$ cat config.mk
export PLATFORM = sky130hd
export DESIGN_NAME = icb_wb_master_flat
export DESIGN_NICKNAME = d
export VERILOG_FILES = /design/src/rtl/acc_pkg.sv /design/src/rtl/icb_wb_master_if.sv /design/src/rtl/sync_fifo.sv /design/src/rtl/icb_wb_master.sv /design/src/flat_wrapper.sv
export SDC_FILE = /design/constraint.sdc
export NUM_CORES = 1
export LEC_CHECK = 0
export CORE_MARGIN = 8
export CORE_UTILIZATION = 40
export DETAILED_ROUTE_END_ITERATION = 7
export GPL_TIMING_DRIVEN = 0
export PLACE_DENSITY = 0.66
export SLEW_MARGIN = 10
export SYNTH_ARGS = -nofsm -noshare
export SYNTH_HDL_FRONTEND = slang
export SYNTH_SLANG_ARGS = --single-unit
export TNS_END_PERCENT = 10
$ cat constraint.sdc
create_clock -name clk -period 6.9 [get_ports clk]
set_clock_uncertainty 0.2 [all_clocks]
set_input_delay 1.38 -clock clk [delete_from_list [all_inputs] [get_ports clk]]
set_output_delay 1.38 -clock clk [all_outputs]
set_load 0.005 [all_outputs]
$ cat src/rtl/acc_pkg.sv
`default_nettype none
// ----------------------------------------------------------------------------
// acc_pkg : shared FSM encoding, ICB widths and defaults for the writeback path
// Rev 1.0
// ----------------------------------------------------------------------------
package acc_pkg;

  localparam int ICB_AW         = 32;
  localparam int ICB_DW         = 32;
  localparam int ICB_MW         = ICB_DW / 8;
  localparam int LEN_W          = 16;
  localparam int DEF_FIFO_DEPTH = 8;
  localparam int DEF_MAX_OUTS   = 4;

  localparam logic [1:0] ST_IDLE = 2'd0;
  localparam logic [1:0] ST_RUN  = 2'd1;
  localparam logic [1:0] ST_DONE = 2'd2;

  typedef enum logic [1:0] {
    S_IDLE = ST_IDLE,
    S_RUN  = ST_RUN,
    S_DONE = ST_DONE
  } acc_state_e;

  // Byte address of result word idx; wraps modulo 2^32.
  function automatic logic [ICB_AW-1:0] word_addr(input logic [ICB_AW-1:0] base,
                                                  input logic [LEN_W-1:0]  idx);
    return base + {{(ICB_AW-LEN_W-2){1'b0}}, idx, 2'b00};
  endfunction

endpackage
`default_nettype wire

$ cat src/rtl/icb_wb_master_if.sv
`default_nettype none
// ----------------------------------------------------------------------------
// icb_wb_master_if : ICB command/response channel bundle
// Rev 1.0
// ----------------------------------------------------------------------------
interface icb_wb_master_if;
  import acc_pkg::*;

  logic              icb_cmd_valid;
  logic              icb_cmd_ready;
  logic              icb_cmd_read;
  logic [ICB_AW-1:0] icb_cmd_addr;
  logic [ICB_DW-1:0] icb_cmd_wdata;
  logic [ICB_MW-1:0] icb_cmd_wmask;
  logic              icb_rsp_valid;
  logic              icb_rsp_ready;
  logic [ICB_DW-1:0] icb_rsp_rdata;
  logic              icb_rsp_err;

  modport master (
    output icb_cmd_valid, icb_cmd_read, icb_cmd_addr, icb_cmd_wdata, icb_cmd_wmask,
    output icb_rsp_ready,
    input  icb_cmd_ready, icb_rsp_valid, icb_rsp_rdata, icb_rsp_err
  );

  modport slave (
    input  icb_cmd_valid, icb_cmd_read, icb_cmd_addr, icb_cmd_wdata, icb_cmd_wmask,
    input  icb_rsp_ready,
    output icb_cmd_ready, icb_rsp_valid, icb_rsp_rdata, icb_rsp_err
  );

endinterface
`default_nettype wire

$ cat src/rtl/sync_fifo.sv
`default_nettype none
// ----------------------------------------------------------------------------
// sync_fifo : single-clock FIFO with show-ahead head word and full/empty flags
// Rev 1.0
// ----------------------------------------------------------------------------
module sync_fifo #(
  parameter int DEPTH = 8,
  parameter int WIDTH = 32
) (
  input  wire              clk,
  input  wire              rst,
  input  wire              push_i,
  input  wire [WIDTH-1:0]  wdata_i,
  input  wire              pop_i,
  output logic [WIDTH-1:0] rdata_o,
  output logic             full_o,
  output logic             empty_o
);

  localparam int AW = $clog2(DEPTH);
  localparam logic [AW:0] C_DEPTH = (AW+1)'(DEPTH);

  logic [WIDTH-1:0] mem_q [DEPTH];
  logic [AW-1:0]    wr_ptr_q, wr_ptr_d;
  logic [AW-1:0]    rd_ptr_q, rd_ptr_d;
  logic [AW:0]      cnt_q, cnt_d;
  logic             w_push, w_pop;

  assign full_o  = (cnt_q == C_DEPTH);
  assign empty_o = (cnt_q == '0);
  assign rdata_o = mem_q[rd_ptr_q];

  // A push at full is legal when the head leaves in the same cycle.
  assign w_push = push_i && (!full_o || pop_i);
  assign w_pop  = pop_i && !empty_o;

  always_comb begin
    wr_ptr_d = wr_ptr_q;
    rd_ptr_d = rd_ptr_q;
    cnt_d    = cnt_q;
    if (w_push) wr_ptr_d = wr_ptr_q + AW'(1);
    if (w_pop)  rd_ptr_d = rd_ptr_q + AW'(1);
    if (w_push && !w_pop)      cnt_d = cnt_q + (AW+1)'(1);
    else if (!w_push && w_pop) cnt_d = cnt_q - (AW+1)'(1);
  end

  always_ff @(posedge clk or posedge rst) begin
    if (rst) begin
      wr_ptr_q <= '0;
      rd_ptr_q <= '0;
      cnt_q    <= '0;
    end else begin
      wr_ptr_q <= wr_ptr_d;
      rd_ptr_q <= rd_ptr_d;
      cnt_q    <= cnt_d;
    end
  end

  always_ff @(posedge clk) begin
    if (w_push) mem_q[wr_ptr_q] <= wdata_i;
  end

endmodule
`default_nettype wire

$ cat src/rtl/icb_wb_master.sv
`default_nettype none
// ----------------------------------------------------------------------------
// icb_wb_master : buffers accelerator result words and writes them out over ICB
// Rev 1.0
// ----------------------------------------------------------------------------
module icb_wb_master
  import acc_pkg::*;
#(
  parameter int FIFO_DEPTH = DEF_FIFO_DEPTH,
  parameter int MAX_OUTS   = DEF_MAX_OUTS
) (
  input  wire               clk,
  input  wire               rst,
  input  wire               start,
  input  wire [ICB_AW-1:0]  base_addr,
  input  wire [LEN_W-1:0]   len,
  input  wire               in_valid,
  input  wire [ICB_DW-1:0]  in_data,
  output logic              in_ready,
  icb_wb_master_if.master   icb,
  output logic              busy,
  output logic              done,
  output logic              err
);

  localparam int CW = $clog2(MAX_OUTS + 1);
  localparam logic [CW-1:0] C_MAX_OUTS = CW'(MAX_OUTS);

  logic [1:0]        state_q, state_d;
  logic [ICB_AW-1:0] base_q, base_d;
  logic [LEN_W-1:0]  len_q, len_d;
  logic [LEN_W-1:0]  acc_q, acc_d;
  logic [LEN_W-1:0]  iss_q, iss_d;
  logic [CW-1:0]     outs_q, outs_d;
  logic              err_q, err_d;

  logic              w_fifo_full, w_fifo_empty;
  logic [ICB_DW-1:0] w_fifo_head;
  logic              w_start_acc, w_push, w_cmd_valid, w_cmd_hs, w_rsp_hs, w_rsp_dec;
  logic              w_unused_rdata;

  assign w_start_acc = start && (state_q == ST_IDLE);
  assign in_ready    = (state_q == ST_RUN) && !w_fifo_full && (acc_q < len_q);
  assign w_push      = in_valid && in_ready;

  // Valid only falls through a pop, so the head and address stay put while stalled.
  assign w_cmd_valid = (state_q == ST_RUN) && !w_fifo_empty && (outs_q < C_MAX_OUTS);
  assign w_cmd_hs    = w_cmd_valid && icb.icb_cmd_ready;
  assign w_rsp_hs    = icb.icb_rsp_valid && icb.icb_rsp_ready;
  assign w_rsp_dec   = w_rsp_hs && (outs_q != '0);

  assign icb.icb_cmd_valid = w_cmd_valid;
  assign icb.icb_cmd_read  = 1'b0;
  assign icb.icb_cmd_wmask = {ICB_MW{1'b1}};
  assign icb.icb_cmd_addr  = word_addr(base_q, iss_q);
  assign icb.icb_cmd_wdata = w_cmd_valid ? w_fifo_head : '0;
  assign icb.icb_rsp_ready = !rst;
  assign w_unused_rdata    = ^icb.icb_rsp_rdata;

  assign busy = (state_q == ST_RUN) || (state_q == ST_DONE);
  assign done = (state_q == ST_DONE);
  assign err  = err_q;

  sync_fifo #(
    .DEPTH (FIFO_DEPTH),
    .WIDTH (ICB_DW)
  ) u_fifo (
    .clk     (clk),
    .rst     (rst),
    .push_i  (w_push),
    .wdata_i (in_data),
    .pop_i   (w_cmd_hs),
    .rdata_o (w_fifo_head),
    .full_o  (w_fifo_full),
    .empty_o (w_fifo_empty)
  );

  always_comb begin
    state_d = state_q;
    base_d  = base_q;
    len_d   = len_q;
    acc_d   = acc_q;
    iss_d   = iss_q;
    outs_d  = outs_q;
    err_d   = err_q;
    case (state_q)
      ST_IDLE: begin
        if (start) begin
          base_d  = base_addr;
          len_d   = len;
          acc_d   = '0;
          iss_d   = '0;
          outs_d  = '0;
          err_d   = 1'b0;
          state_d = (len == '0) ? ST_DONE : ST_RUN;
        end
      end
      ST_RUN: begin
        acc_d = acc_q + LEN_W'(w_push);
        iss_d = iss_q + LEN_W'(w_cmd_hs);
        if (w_cmd_hs && !w_rsp_dec)      outs_d = outs_q + CW'(1);
        else if (!w_cmd_hs && w_rsp_dec) outs_d = outs_q - CW'(1);
        // Completion looks at this cycle's updated counts.
        if ((iss_d == len_q) && (outs_d == '0)) state_d = ST_DONE;
      end
      ST_DONE: state_d = ST_IDLE;
      default: state_d = ST_IDLE;
    endcase
    if (w_rsp_hs && icb.icb_rsp_err && !w_start_acc) err_d = 1'b1;
  end

  always_ff @(posedge clk or posedge rst) begin
    if (rst) begin
      state_q <= ST_IDLE;
      base_q  <= '0;
      len_q   <= '0;
      acc_q   <= '0;
      iss_q   <= '0;
      outs_q  <= '0;
      err_q   <= 1'b0;
    end else begin
      state_q <= state_d;
      base_q  <= base_d;
      len_q   <= len_d;
      acc_q   <= acc_d;
      iss_q   <= iss_d;
      outs_q  <= outs_d;
      err_q   <= err_d;
    end
  end

endmodule
`default_nettype wire

$ cat src/flat_wrapper.sv
// flat-port wrapper written by rule: the top's interface ports become plain ports
module icb_wb_master_flat import acc_pkg::*;
#(
  parameter int FIFO_DEPTH = DEF_FIFO_DEPTH,
  parameter int MAX_OUTS   = DEF_MAX_OUTS
)
  (clk, rst, start, base_addr, len, in_valid, in_data, in_ready, busy, done, err, icb_icb_cmd_valid, icb_icb_cmd_read, icb_icb_cmd_addr, icb_icb_cmd_wdata, icb_icb_cmd_wmask, icb_icb_rsp_ready, icb_icb_cmd_ready, icb_icb_rsp_valid, icb_icb_rsp_rdata, icb_icb_rsp_err);
  icb_wb_master_if icb_i ();
  input  wire clk;
  input  wire rst;
  input  wire start;
  input  wire [ICB_AW-1:0] base_addr;
  input  wire [LEN_W-1:0] len;
  input  wire in_valid;
  input  wire [ICB_DW-1:0] in_data;
  output logic in_ready;
  output logic busy;
  output logic done;
  output logic err;
  output wire logic [$bits(icb_i.icb_cmd_valid)-1:0] icb_icb_cmd_valid;
  output wire logic [$bits(icb_i.icb_cmd_read)-1:0] icb_icb_cmd_read;
  output wire logic [$bits(icb_i.icb_cmd_addr)-1:0] icb_icb_cmd_addr;
  output wire logic [$bits(icb_i.icb_cmd_wdata)-1:0] icb_icb_cmd_wdata;
  output wire logic [$bits(icb_i.icb_cmd_wmask)-1:0] icb_icb_cmd_wmask;
  output wire logic [$bits(icb_i.icb_rsp_ready)-1:0] icb_icb_rsp_ready;
  input wire logic [$bits(icb_i.icb_cmd_ready)-1:0] icb_icb_cmd_ready;
  input wire logic [$bits(icb_i.icb_rsp_valid)-1:0] icb_icb_rsp_valid;
  input wire logic [$bits(icb_i.icb_rsp_rdata)-1:0] icb_icb_rsp_rdata;
  input wire logic [$bits(icb_i.icb_rsp_err)-1:0] icb_icb_rsp_err;
  assign icb_icb_cmd_valid = icb_i.icb_cmd_valid;
  assign icb_icb_cmd_read = icb_i.icb_cmd_read;
  assign icb_icb_cmd_addr = icb_i.icb_cmd_addr;
  assign icb_icb_cmd_wdata = icb_i.icb_cmd_wdata;
  assign icb_icb_cmd_wmask = icb_i.icb_cmd_wmask;
  assign icb_icb_rsp_ready = icb_i.icb_rsp_ready;
  assign icb_i.icb_cmd_ready = icb_icb_cmd_ready;
  assign icb_i.icb_rsp_valid = icb_icb_rsp_valid;
  assign icb_i.icb_rsp_rdata = icb_icb_rsp_rdata;
  assign icb_i.icb_rsp_err = icb_icb_rsp_err;
  icb_wb_master #(.FIFO_DEPTH(FIFO_DEPTH), .MAX_OUTS(MAX_OUTS)) u_core (.clk(clk), .rst(rst), .start(start), .base_addr(base_addr), .len(len), .in_valid(in_valid), .in_data(in_data), .in_ready(in_ready), .icb(icb_i), .busy(busy), .done(done), .err(err));
endmodule
Word level (Yosys, flattened, before mapping)
Memories as Yosys holds them, arrays and structs flattened.
Index checks and enable logic that the tools add are counted.
- eq/ne operators: 6
- add/sub/neg operators: 9
- muxes and demuxes: 20
- order comparisons: 2
- reduce and logical (&&, ||, !) cells: 41
- operators by type and width (cell ; count):
    16-bit case mux with 2 select lines ; 2
    16-bit by 1-bit adder with 16-bit output ; 2
    32-bit by 18-bit adder with 32-bit output ; 1
    32-bit two-way mux ; 1
    1-bit logical AND ; 18
    16-bit equality test ; 1
    16-bit zero test ; 1
    16-bit < comparator ; 1
    16-bit two-way mux ; 1
    3-bit two-way mux ; 4
    3-bit by 1-bit adder with 3-bit output (second input constant) ; 3
    1-bit zero test ; 8
    4-bit two-way mux ; 2
    2-bit AND reduction ; 4
    2-bit nonzero test ; 4
    2-bit two-way mux ; 3
    3-bit case mux with 2 select lines ; 1
    1-bit two-way mux ; 5
    4-bit by 1-bit adder with 4-bit output (second input constant) ; 1
    4-bit equality test (second input constant) ; 1
    4-bit zero test ; 1
    2-bit inequality test (second input constant) ; 2
    2-bit case mux with 2 select lines ; 1
    4-bit by 1-bit subtractor with 4-bit output (second input constant) ; 1
    other kinds (8) ; 9
- register bits: 96
- memories kept: 1
- RAM bits: 256
- input bits: 119
- memories (memory ; depth ; width ; rd ports ; clocked after Yosys merged registers in ; wr ports ; line ; RTL):
    u_core.u_fifo.mem_q ; 8 ; 32 ; 1 ; 0 ; 1 ; sync_fifo.sv:23 ; logic [WIDTH-1:0] mem_q [DEPTH];

Longest topological paths before layout
Gate-level depths: netlist of the first run.
- word-level depth: 14
- depth in mapped cells: 18
- gate-level depth less buffers: 17

Modules after synthesis
A second synthesis of the first run with hierarchy kept.
- cell total of the unflattened synthesis: 1069
- area total of the unflattened synthesis: 16228.1 µm²
- modules (own cells, without submodules) (module ; area each (µm²) ; seq. area each (µm²) ; instances ; cells an instance):
    sync_fifo ; 10266.1 ; 7937.6 ; 1 ; 433
    icb_wb_master ; 5962.0 ; 2152.1 ; 1 ; 636

Least setup slack after synthesis of the first run
OpenSTA, ideal clock, no wires.
- path type: reg-to-reg
- start point: register u_core.acc_q[13]
- end point: memory u_core.u_fifo.mem_q[2][0], enable pin
- buffers on the path: 1
- path slack: 0.603 ns
- cell stages (with the launch flop): 10
- setup time: 0.513 ns
- period minus slack after synthesis: 6.297 ns
- arrival: 5.585 ns
- cell sequence: dfrtp_1 -> ha_1 -> a21o_1 -> a21oi_1 -> nor2b_1 -> a2111oi_0 -> o2111a_1 -> o21ai_0 -> clkbuf_1 -> nor4b_1
- cells in the longest elaborated chain, start to end: 6
- RTL lines (what ; line ; RTL):
    start, declared ; icb_wb_master.sv:32 ; logic [LEN_W-1:0] acc_q, acc_d;
    start signal, assigned ; icb_wb_master.sv:117 ; acc_q <= '0;
    start signal, assigned ; icb_wb_master.sv:125 ; acc_q <= acc_d;
    16-bit < comparator ; icb_wb_master.sv:43 ; assign in_ready = (state_q == ST_RUN) && !w_fifo_full && (acc_q < len_q);
    1-bit logical AND ; icb_wb_master.sv:43 ;
    1-bit logical AND ; icb_wb_master.sv:44 ; assign w_push = in_valid && in_ready;
    1-bit logical AND ; sync_fifo.sv:34 ; assign w_push = push_i && (!full_o || pop_i);
    1-bit two-way mux ; sync_fifo.sv:60 ; if (w_push) mem_q[wr_ptr_q] <= wdata_i;
    1-bit two-way mux (not written as such) ; sync_fifo.sv:60 ;
    end, declared ; sync_fifo.sv:23 ;
Every way passes these cells.

Worst setup path after layout of the first run
- start point: register u_core.iss_q[1]
- end point: output port icb_icb_cmd_addr[31]
- cells in the longest elaborated chain, start to end: 1
- RTL lines (what ; line ; RTL):
    start, declared ; icb_wb_master.sv:33 ; logic [LEN_W-1:0] iss_q, iss_d;
    start signal, assigned ; icb_wb_master.sv:126 ; iss_q <= iss_d;
    32-bit by 18-bit adder with 32-bit output ; acc_pkg.sv:28 ; return base + {{(ICB_AW-LEN_W-2){1'b0}}, idx, 2'b00};
    end, declared ; flat_wrapper.sv:22 ; output wire logic [$bits(icb_i.icb_cmd_addr)-1:0] icb_icb_cmd_addr;
Every way passes these cells.

==> flow_summary.ini, run 1 <==
[grt]
antenna_found_initial = 2
grt_first_pass_wirelength_um = 57700
overflow = 0
grt_max_degree = 65
grt.total_usage = 0.157
grt_pass1_vias = 9951

[layout]
area_growth_pct = 23.5
fin_cells = 1858
finish.utilization = 0.500
fillers = 3343
nets = 1471
drive_gt1_frac = 0.183

[pwr]
vdd_drop_max_uv = 171
power_leakage_uw = 0.00731
power_density_nw_per_um2 = 367

[drt]
ant_nets = 0
vias = 9763
drt_pre_antenna_iters = 5
drtIter0Drc = 597
viasPerCell = 5.25
wl_um = 37200
wl_per_cell_um = 20.0
drc = 0

[synthesis]
netlist_area_um2 = 16100
syn_area_per_cell_um2 = 15.1
seq_area_frac_synth = 0.628
yosys.area.top_type = edfxtp_1
yosys_warnings = 0
postSynthCellCount = 1062
ys_ff_latch = 352
ys.flop_type = edfxtp_1
postSynth.asyncResetShare = 0.273
synth_cell_types = 70
ys_top_cells_by_area = edfxtp_1, dfrtp_1, mux4_2
synth_edf_count = 256
synth_top_area_frac = 0.479

[sta]
finalSetupTns_ns = 0
rsz0062_at_grt = false
tightest_slew_ns = 1.00
finalHoldViolations = 0
clock.fmax_mhz = 180
relSlewSlack = 0.332
fin_crit_sh = 0.807
setup_viol = 0
final.min_clock_period_ns = 5.57
drv_slew = 0
holdWs_ns = 0.303

[die]
die_w_um = 216
design.die.area_um2 = 46800
rows = 73
core_um2 = 39700
ios = 194
chipHeight_um = 216
start_util = 0.404

[clock_network]
cts_sinks = 352
cts_max_path_buffers = 3
clk_latency_ns = 0.54
postCtsSetupBuffers = 0
ctsHtreeMaxLevel = 2
root_buffer = clkbuf_16
clk_pin_slew_worst_paths_ns = 0.05
cts_made_buffers = 39
post_cts_resize_count = 0
cts_tree = yes
cts_hold_buf = 0

[critical_path]
cp_cell_sequence = ha_1 -> a21oi_1 -> nor2b_1 -> a311o_1 -> o211ai_1 -> nor4_1 -> a2111oi_4 -> nor3_1 -> xor2_1 -> clkdlybuf4s50_1
worst-path-buf-inv = 1
setup.worst_path.class = reg2out
startpoint_type = flop
max_stage_delay_ns = 0.59
critPathCaptureType = primary output
cp_max_fo = 7
slowest_stage = a2111oi_4
crit_family = compound AO/OA/AOI/OAI gates
critPathRequiredTime_ns = 5.32
critPathArrivalTime_ns = 3.99

[placed_design]
dp_hpwl_um = 27000
gp_congestion = 0.858
dpl.cell_count = 1789
portBuffers = 156

[run_status]
status = completed

[flow_run]
cap_viol_max_count = 0

[min_path]
worstHoldPathType = reg2reg
[cell usage in the layout (no fill, tap or decap), types with 7 or more instances in the layout]
master	instances
clkdlybuf4s50_1	156
clkbuf_1	37
ha_1	45
a21oi_1	26
and2_1	7
o21ai_0	41
xnor2_1	38
xor2_1	24
mux4_2	64
mux2_2	50
buf_4	41
nand2_1	54
o31ai_1	7
nand3_1	24
dfrtp_1	96
mux2i_1	34
nor2_1	70
edfxtp_1	256
nand4_1	11
inv_1	34
a21o_1	13
buf_1	13
clkbuf_16	39
buf_2	8
nor2b_1	7
nor4_1	8
and3_1	11
[per-stage QoR]
stage | setup WS (ns) | total power [µW] | area, µm²
floorplan | 0.603 | 4420 | 16100
global placement | -3.50 | 5380 | 18300
detailed placement | 1.72 | 5460 | 18700
CTS | 1.29 | 7400 | 19800
global route | 1.05 | 7700 | 19800
finish | 1.33 | 7290 | 19800
[flip-flops by register name (all words and copies together) (netlist names)]
| register | flops |
|---|---|
| u_core.u_fifo.mem_q | 256 |
| u_core.state_q | 2 |
| u_core.iss_q | 16 |
| u_core.len_q | 16 |
| u_core.acc_q | 16 |
| u_core.u_fifo.wr_ptr_q | 3 |
| u_core.base_q | 32 |
| u_core.err | 1 |
| u_core.outs_q | 3 |
| u_core.u_fifo.rd_ptr_q | 3 |
| u_core.u_fifo.cnt_q | 4 |
[power breakdown]
part | total (µW) | internal (µW) | leakage [µW] | switching, µW
Sequential | 2830 | 2600 | 0.00352 | 233
Clock | 1910 | 1110 | 0.000563 | 808
Combinational | 2550 | 1320 | 0.00323 | 1220
Total | 7290 | 5030 | 0.00731 | 2270
[per-layer routing]
layer	track usage	vias to the layer above	share of wire	routed length (µm)
met4	0.0390	2	0.017	648
met5	0	-	0.00035	13
met2	0.254	208	0.48	17800
met1	0.214	4953	0.45	16800
met3	0.0345	48	0.054	2000
li1	-	4552	-	-
[synthesized netlist by cell type (all sizes together) (6+ instances only)]
cell type,number
o31ai,7
mux4,64
nor2,70
o21ai,42
dfrtp,96
and2,8
xor2,24
nand2b,6
nand4,12
mux2,51
nand2,54
nand3,24
edfxtp,256
ha,45
a21oi,26
nor2b,7
mux2i,34
clkbuf,25
xnor2,38
inv,35
nor3,8
a21o,13
buf,25
and3,11
nor4,11
[logic make-up after synthesis]
kind of cell,after synthesis,share of synthesized area
other,2,0.000467
AO/OA/AOI/OAI,131,0.0552
buffers and inverters,85,0.0232
multiplexers,149,0.147
flip-flops,352,0.628
XOR/XNOR,63,0.0352
adder cells (fa/ha/maj),47,0.0375
AND/OR/NAND/NOR,233,0.0734
[cell type report]
cell class | count | area [µm²] | area share
Tap cell | 525 | 657 | 0.0331
Clock buffer | 53 | 1050 | 0.0528
Clock inverter | 15 | 116 | 0.00586
Inverter | 35 | 136 | 0.00687
Multi-Input combinational cell | 628 | 5660 | 0.285
Timing Repair Buffer | 199 | 1890 | 0.0954
Antenna cell | 1 | 2.50 | 0.000126
Buffer | 50 | 241 | 0.0122
Sequential cell | 352 | 10100 | 0.508
[final timing paths]
check | slack (ns) | from | cells past startpoint | end
worst max-delay path | 1.33 | u_core.iss_q[1] | 10 | icb_icb_cmd_addr[31]
worst min-delay path | 0.30 | u_core.base_q[1] | 1 | u_core.base_q[1]
worst max register to register | 2.10 | u_core.len_q[13] | 13 | u_core.u_fifo.mem_q[7][16]
worst min register to register | 0.30 | u_core.base_q[1] | 1 | u_core.base_q[1]
max in group asynchronous | 4.83 | rst | 3 | u_core.base_q[27]
min in group asynchronous | 1.02 | rst | 2 | u_core.acc_q[4]
(Power assumes the default switching activity.)
==> run 2, diff against run 1 <==
==> constraint.sdc (replaced) <==
create_clock -name clk -period 5.4 [get_ports clk]
set_clock_uncertainty 0.2 [all_clocks]
set_input_delay 1.08 -clock clk [delete_from_list [all_inputs] [get_ports clk]]
set_output_delay 1.08 -clock clk [all_outputs]
set_load 0.005 [all_outputs]
==> run 2 against run 1 <==
Net effect: count of clock-buffer cells in the layout stayed put; global-route usage stayed put; clock power is 28% higher; first-iteration DRC count is 0.17% lower; worst hold slack stayed put; utilization hardly changed; die area stayed put; final cell count stayed put; via count hardly changed.
==> flow_summary.ini, run 2 (synthesis results as in run 1) <==
[die]
rows = 73
chipHeight_um = 216
core_um2 = 39700
die_w_um = 216
ios = 194
start_util = 0.404
design.die.area_um2 = 46800

[clock_network]
cts_made_buffers = 39
cts_sinks = 352
post_cts_resize_count = 0
postCtsSetupBuffers = 0
cts_max_path_buffers = 3
ctsHtreeMaxLevel = 2
clk_pin_slew_worst_paths_ns = 0.05
cts_tree = yes
clk_latency_ns = 0.54
cts_hold_buf = 0
root_buffer = clkbuf_16

[sta]
fin_crit_sh = 0.953
finalSetupTns_ns = 0
clock.fmax_mhz = 194
relSlewSlack = 0.334
drv_slew = 0
rsz0062_at_grt = false
tightest_slew_ns = 0.999
setup_viol = 0
setup_ws_ns = 0.255
finalHoldViolations = 0
final.min_clock_period_ns = 5.15

[pwr]
power_density_nw_per_um2 = 469
power_leakage_uw = 0.00731
vdd_drop_max_uv = 219
finalPower_uw = 9320

[critical_path]
reg2reg_from = u_core.len_q[13]
startpoint_type = flop
cp_max_fo = 7
critPathArrivalTime_ns = 3.87
critPathRequiredTime_ns = 4.12
setup.worst_path.class = reg2out
worstReg2RegEnd = u_core.u_fifo.mem_q[7][16]
crit_start = u_core.iss_q[1]
ff2ff_setup_slack_ns = 0.61
critPathCaptureType = primary output
reg2regPathDepth = 13

[drt]
drc = 0
vias = 9756
wl_um = 37200
viasPerCell = 5.25
wl_per_cell_um = 20.0
drt_pre_antenna_iters = 5
ant_nets = 0
drtIter0Drc = 596

[layout]
mostFrequentLayoutCell = edfxtp_1
regMostFlops = u_core.u_fifo.mem_q
final_cell_mix = edfxtp_1, clkdlybuf4s50_1, dfrtp_1
nets = 1471
largestRegisters = u_core.u_fifo.mem_q (256), u_core.base_q (32)
fin_area_um2 = 19800
drive_gt1_frac = 0.184
largest_register_ffs = 256
fin_cells = 1858
area_growth_pct = 23.6

[placed_design]
place_ws_ns = 0.524
dpl.cell_count = 1789
gp_congestion = 0.858
portBuffers = 156
placed_area_um2 = 18700
dp_hpwl_um = 27000

[flow_run]
cap_viol_max_count = 0

[grt]
grtUsageMet2 = 0.254
grt_use_met3 = 0.0345
grt.total_usage = 0.157
top_usage_layer = met2
grt_pass1_vias = 9951
overflow = 0
grt_first_pass_wirelength_um = 57700
grt_max_degree = 65
antenna_found_initial = 2
gr-usage-met1 = 0.214

[run_status]
status = completed

[min_path]
worstHoldPathType = reg2reg
hp-start = u_core.base_q[1]
hold_depth = 1
holdPathEnd = u_core.base_q[1]
==> run 2: cell type report <==
class	instances	area [µm²]
Sequential cell	352	10100
Timing Repair Buffer	199	1890
Clock buffer	53	1050
Fill cell	3342	19900
Inverter	35	136
Buffer	50	241
Antenna cell	1	2.50
Clock inverter	15	116
Multi-Input combinational cell	628	5660
Tap cell	525	657
==> run 2: how the worst max path moves through the flow <==
stage | endpoint | slack [ns] | cells past startpoint
after global placement | u_core.u_fifo.mem_q[2][16] | -5.00 | 10
after detailed placement | u_core.state_q[0] | 0.52 | 14
after CTS | icb_icb_cmd_addr[31] | 0.09 | 10
final | icb_icb_cmd_addr[31] | 0.25 | 10
after global routing | icb_icb_cmd_addr[26] | 0.06 | 12
after floorplan | u_core.u_fifo.mem_q[2][0] | -0.90 | 9
==> run 2: report_power, final <==
| group | total, µW | internal, µW | leakage [µW] | switching, µW |
|---|---|---|---|---|
| logic | 3250 | 1690 | 0.00322 | 1570 |
| clock network | 2440 | 1410 | 0.000563 | 1030 |
| registers | 3620 | 3320 | 0.00352 | 298 |
| total | 9320 | 6420 | 0.00731 | 2900 |
==> run 2: critical path, cell delays in order (launching register included) <==
cell and delay, ns:
dfrtp_1 0.46, ha_1 0.33, a21oi_1 0.15, nor2b_1 0.09, a311o_1 0.41, o211ai_1 0.41
nor4_1 0.14, a2111oi_4 0.46, nor3_1 0.14, xor2_1 0.20, clkdlybuf4s50_1 0.54
==> run 2: per-layer routing <==
metal | vias to the layer above | share of wire
met5 | - | 0.00035
met4 | 2 | 0.017
met3 | 47 | 0.055
met2 | 212 | 0.48
met1 | 4946 | 0.45
li1 | 4549 | -
==> run 2: stage by stage <==
step / util / hold slack, ns
after CTS: 0.499 / 0.306
after global placement: 0.460 / 0.291
final: 0.500 / 0.303
after detailed placement: 0.470 / 0.295
after floorplan: - / 0.278
after global routing: 0.500 / 0.317
==> run 3, diff against run 2 <==
--- a/config.mk
+++ b/config.mk
@@ -9,6 +9,7 @@
 export CORE_UTILIZATION = 40
 export DETAILED_ROUTE_END_ITERATION = 7
 export GPL_TIMING_DRIVEN = 0
+export MAX_ROUTING_LAYER = met4
 export PLACE_DENSITY = 0.66
 export SLEW_MARGIN = 10
 export SYNTH_ARGS = -nofsm -noshare
==> constraint.sdc (replaced) <==
create_clock -name clk -period 6.4 [get_ports clk]
set_clock_uncertainty 0.2 [all_clocks]
set_input_delay 1.28 -clock clk [delete_from_list [all_inputs] [get_ports clk]]
set_output_delay 1.28 -clock clk [all_outputs]
set_load 0.005 [all_outputs]
==> run 3 against run 2 <==
Net effect: sequential power fell by 16%; sequential share of layout area barely moved; first-iteration DRC count rose by 5.5%; non-clock buffer count did not move; power fell by 16%; register-to-register slack improved by 0.98 ns; critical path type unchanged; critical endpoint unchanged; highest routed layer is now met4.
==> flow_summary.ini, run 3 (synthesis results as in run 1) <==
[drt]
ant_nets = 0
wl_per_cell_um = 20.0
wl_um = 37200
top_layer = met4
drc = 0
viasPerCell = 5.27
met3WireLength_um = 2050
vias = 9796
drt_pre_antenna_iters = 5
drtIter0Drc = 629
wl_met2_um = 17900
met1Wirelength_um = 16600

[critical_path]
cp_max_fo = 7
startpoint_type = flop
critPathArrivalTime_ns = 3.99
setup.worst_path.class = reg2out
critPathCaptureType = primary output
critPathRequiredTime_ns = 4.92

[clock_network]
cts_sinks = 352
postCtsSetupBuffers = 0
ctsHtreeMaxLevel = 2
post_cts_resize_count = 0
cts_max_path_buffers = 3
cts_tree = yes
root_buffer = clkbuf_16
clk_latency_ns = 0.55
cts_made_buffers = 39
cts_hold_buf = 0
clk_pin_slew_worst_paths_ns = 0.05

[placed_design]
dpl.cell_count = 1789
gp_congestion = 0.872
portBuffers = 156
dp_hpwl_um = 27000

[grt]
antenna_found_initial = 2
grt.total_usage = 0.162
grt_pass1_vias = 9977
grt_max_degree = 65
overflow = 0
grt_first_pass_wirelength_um = 57600

[sta]
finalHoldViolations = 0
rsz0062_at_grt = false
drv_slew = 0
final.min_clock_period_ns = 5.47
finalSetupTns_ns = 0
clock.fmax_mhz = 183
setup_viol = 0
relSlewSlack = 0.330
tightest_slew_ns = 1.00
fin_crit_sh = 0.854

[pwr]
swShare = 0.311
pwr-share-seq = 0.388
power_density_nw_per_um2 = 396
power_frac_comb = 0.349
vdd_drop_max_uv = 185
power_leakage_uw = 0.00731
pwr-share-clk = 0.262
p_sw_uw = 2450
p_int_uw = 5420

[min_path]
worstHoldPathType = reg2reg

[die]
chipHeight_um = 216
ios = 194
core_um2 = 39700
die_w_um = 216
rows = 73
start_util = 0.404
design.die.area_um2 = 46800

[layout]
mostFrequentLayoutCell = edfxtp_1
largestRegisters = u_core.u_fifo.mem_q (256), u_core.base_q (32)
final_cell_mix = edfxtp_1, clkdlybuf4s50_1, dfrtp_1
regMostFlops = u_core.u_fifo.mem_q
nets = 1471
largest_register_ffs = 256
fillers = 3343
multi_input_area_um2 = 5660
ff_latch_area_um2 = 10100
area_growth_pct = 23.6
fin_cells = 1859
drive_gt1_frac = 0.183

[flow_run]
cap_viol_max_count = 0

[run_status]
status = completed
-- run 3: worst max-delay path, cell delays in order (launching register included) --
cell             delay (ns)
dfrtp_1                0.46
ha_1                   0.33
a21oi_1                0.15
nor2b_1                0.09
a311o_1                0.41
o211ai_1               0.41
nor4_1                 0.14
a2111oi_4              0.58
nor3_1                 0.14
xor2_1                 0.20
clkdlybuf4s50_1        0.54
-- run 3: routing by layer --
layer / vias up / track usage
met5: - / -
met3: 43 / 0.0340
met2: 243 / 0.255
li1: 4555 / -
met1: 4955 / 0.213
met4: 0 / 0.0406
-- run 3: power by group through the flow --
stage / Combinational [µW] / Clock [µW] / Sequential (µW)
2_1_floorplan: 1750 / 0 / 3010
3_3_place_gp: 2690 / 0 / 3110
3_5_place_dp: 2790 / 0 / 3090
4_1_cts: 2800 / 2120 / 3050
5_1_grt: 3000 / 2200 / 3090
6_report: 2750 / 2060 / 3050
-- run 3: path summary, 6_finish.rpt --
check                                      start                    endpoint  slack (ns)  depth (start not counted)
worst max-delay path             u_core.iss_q[1]        icb_icb_cmd_addr[31]        0.93                         10
worst min-delay path            u_core.base_q[1]            u_core.base_q[1]        0.30                          1
worst max register to register  u_core.len_q[13]  u_core.u_fifo.mem_q[7][16]        1.59                         13
worst min register to register  u_core.base_q[1]            u_core.base_q[1]        0.30                          1
max in group asynchronous                    rst           u_core.base_q[27]        4.43                          3
min in group asynchronous                    rst             u_core.acc_q[4]        0.92                          2
-- run 3: through the flow --
stage | utilization | worst slack [ns] | hold slack [ns] | power [µW] | cell area, µm²
after floorplan | - | 0.103 | 0.278 | 4760 | 16100
after global placement | 0.460 | -4.00 | 0.291 | 5810 | 18300
after detailed placement | 0.470 | 1.32 | 0.295 | 5880 | 18700
after CTS | 0.499 | 0.891 | 0.306 | 7970 | 19800
after global routing | 0.500 | 0.656 | 0.317 | 8300 | 19900
final | 0.500 | 0.935 | 0.303 | 7870 | 19900
-- run 3: cell type report --
class / count / share of cell area
tap: 525 / 0.0331
buffer: 50 / 0.0122
clock inverter: 15 / 0.00586
multi-input combinational: 628 / 0.285
inverter: 35 / 0.00687
timing repair buffer: 199 / 0.0954
clock buffer: 53 / 0.0528
antenna: 2 / 0.000252
sequential: 352 / 0.508
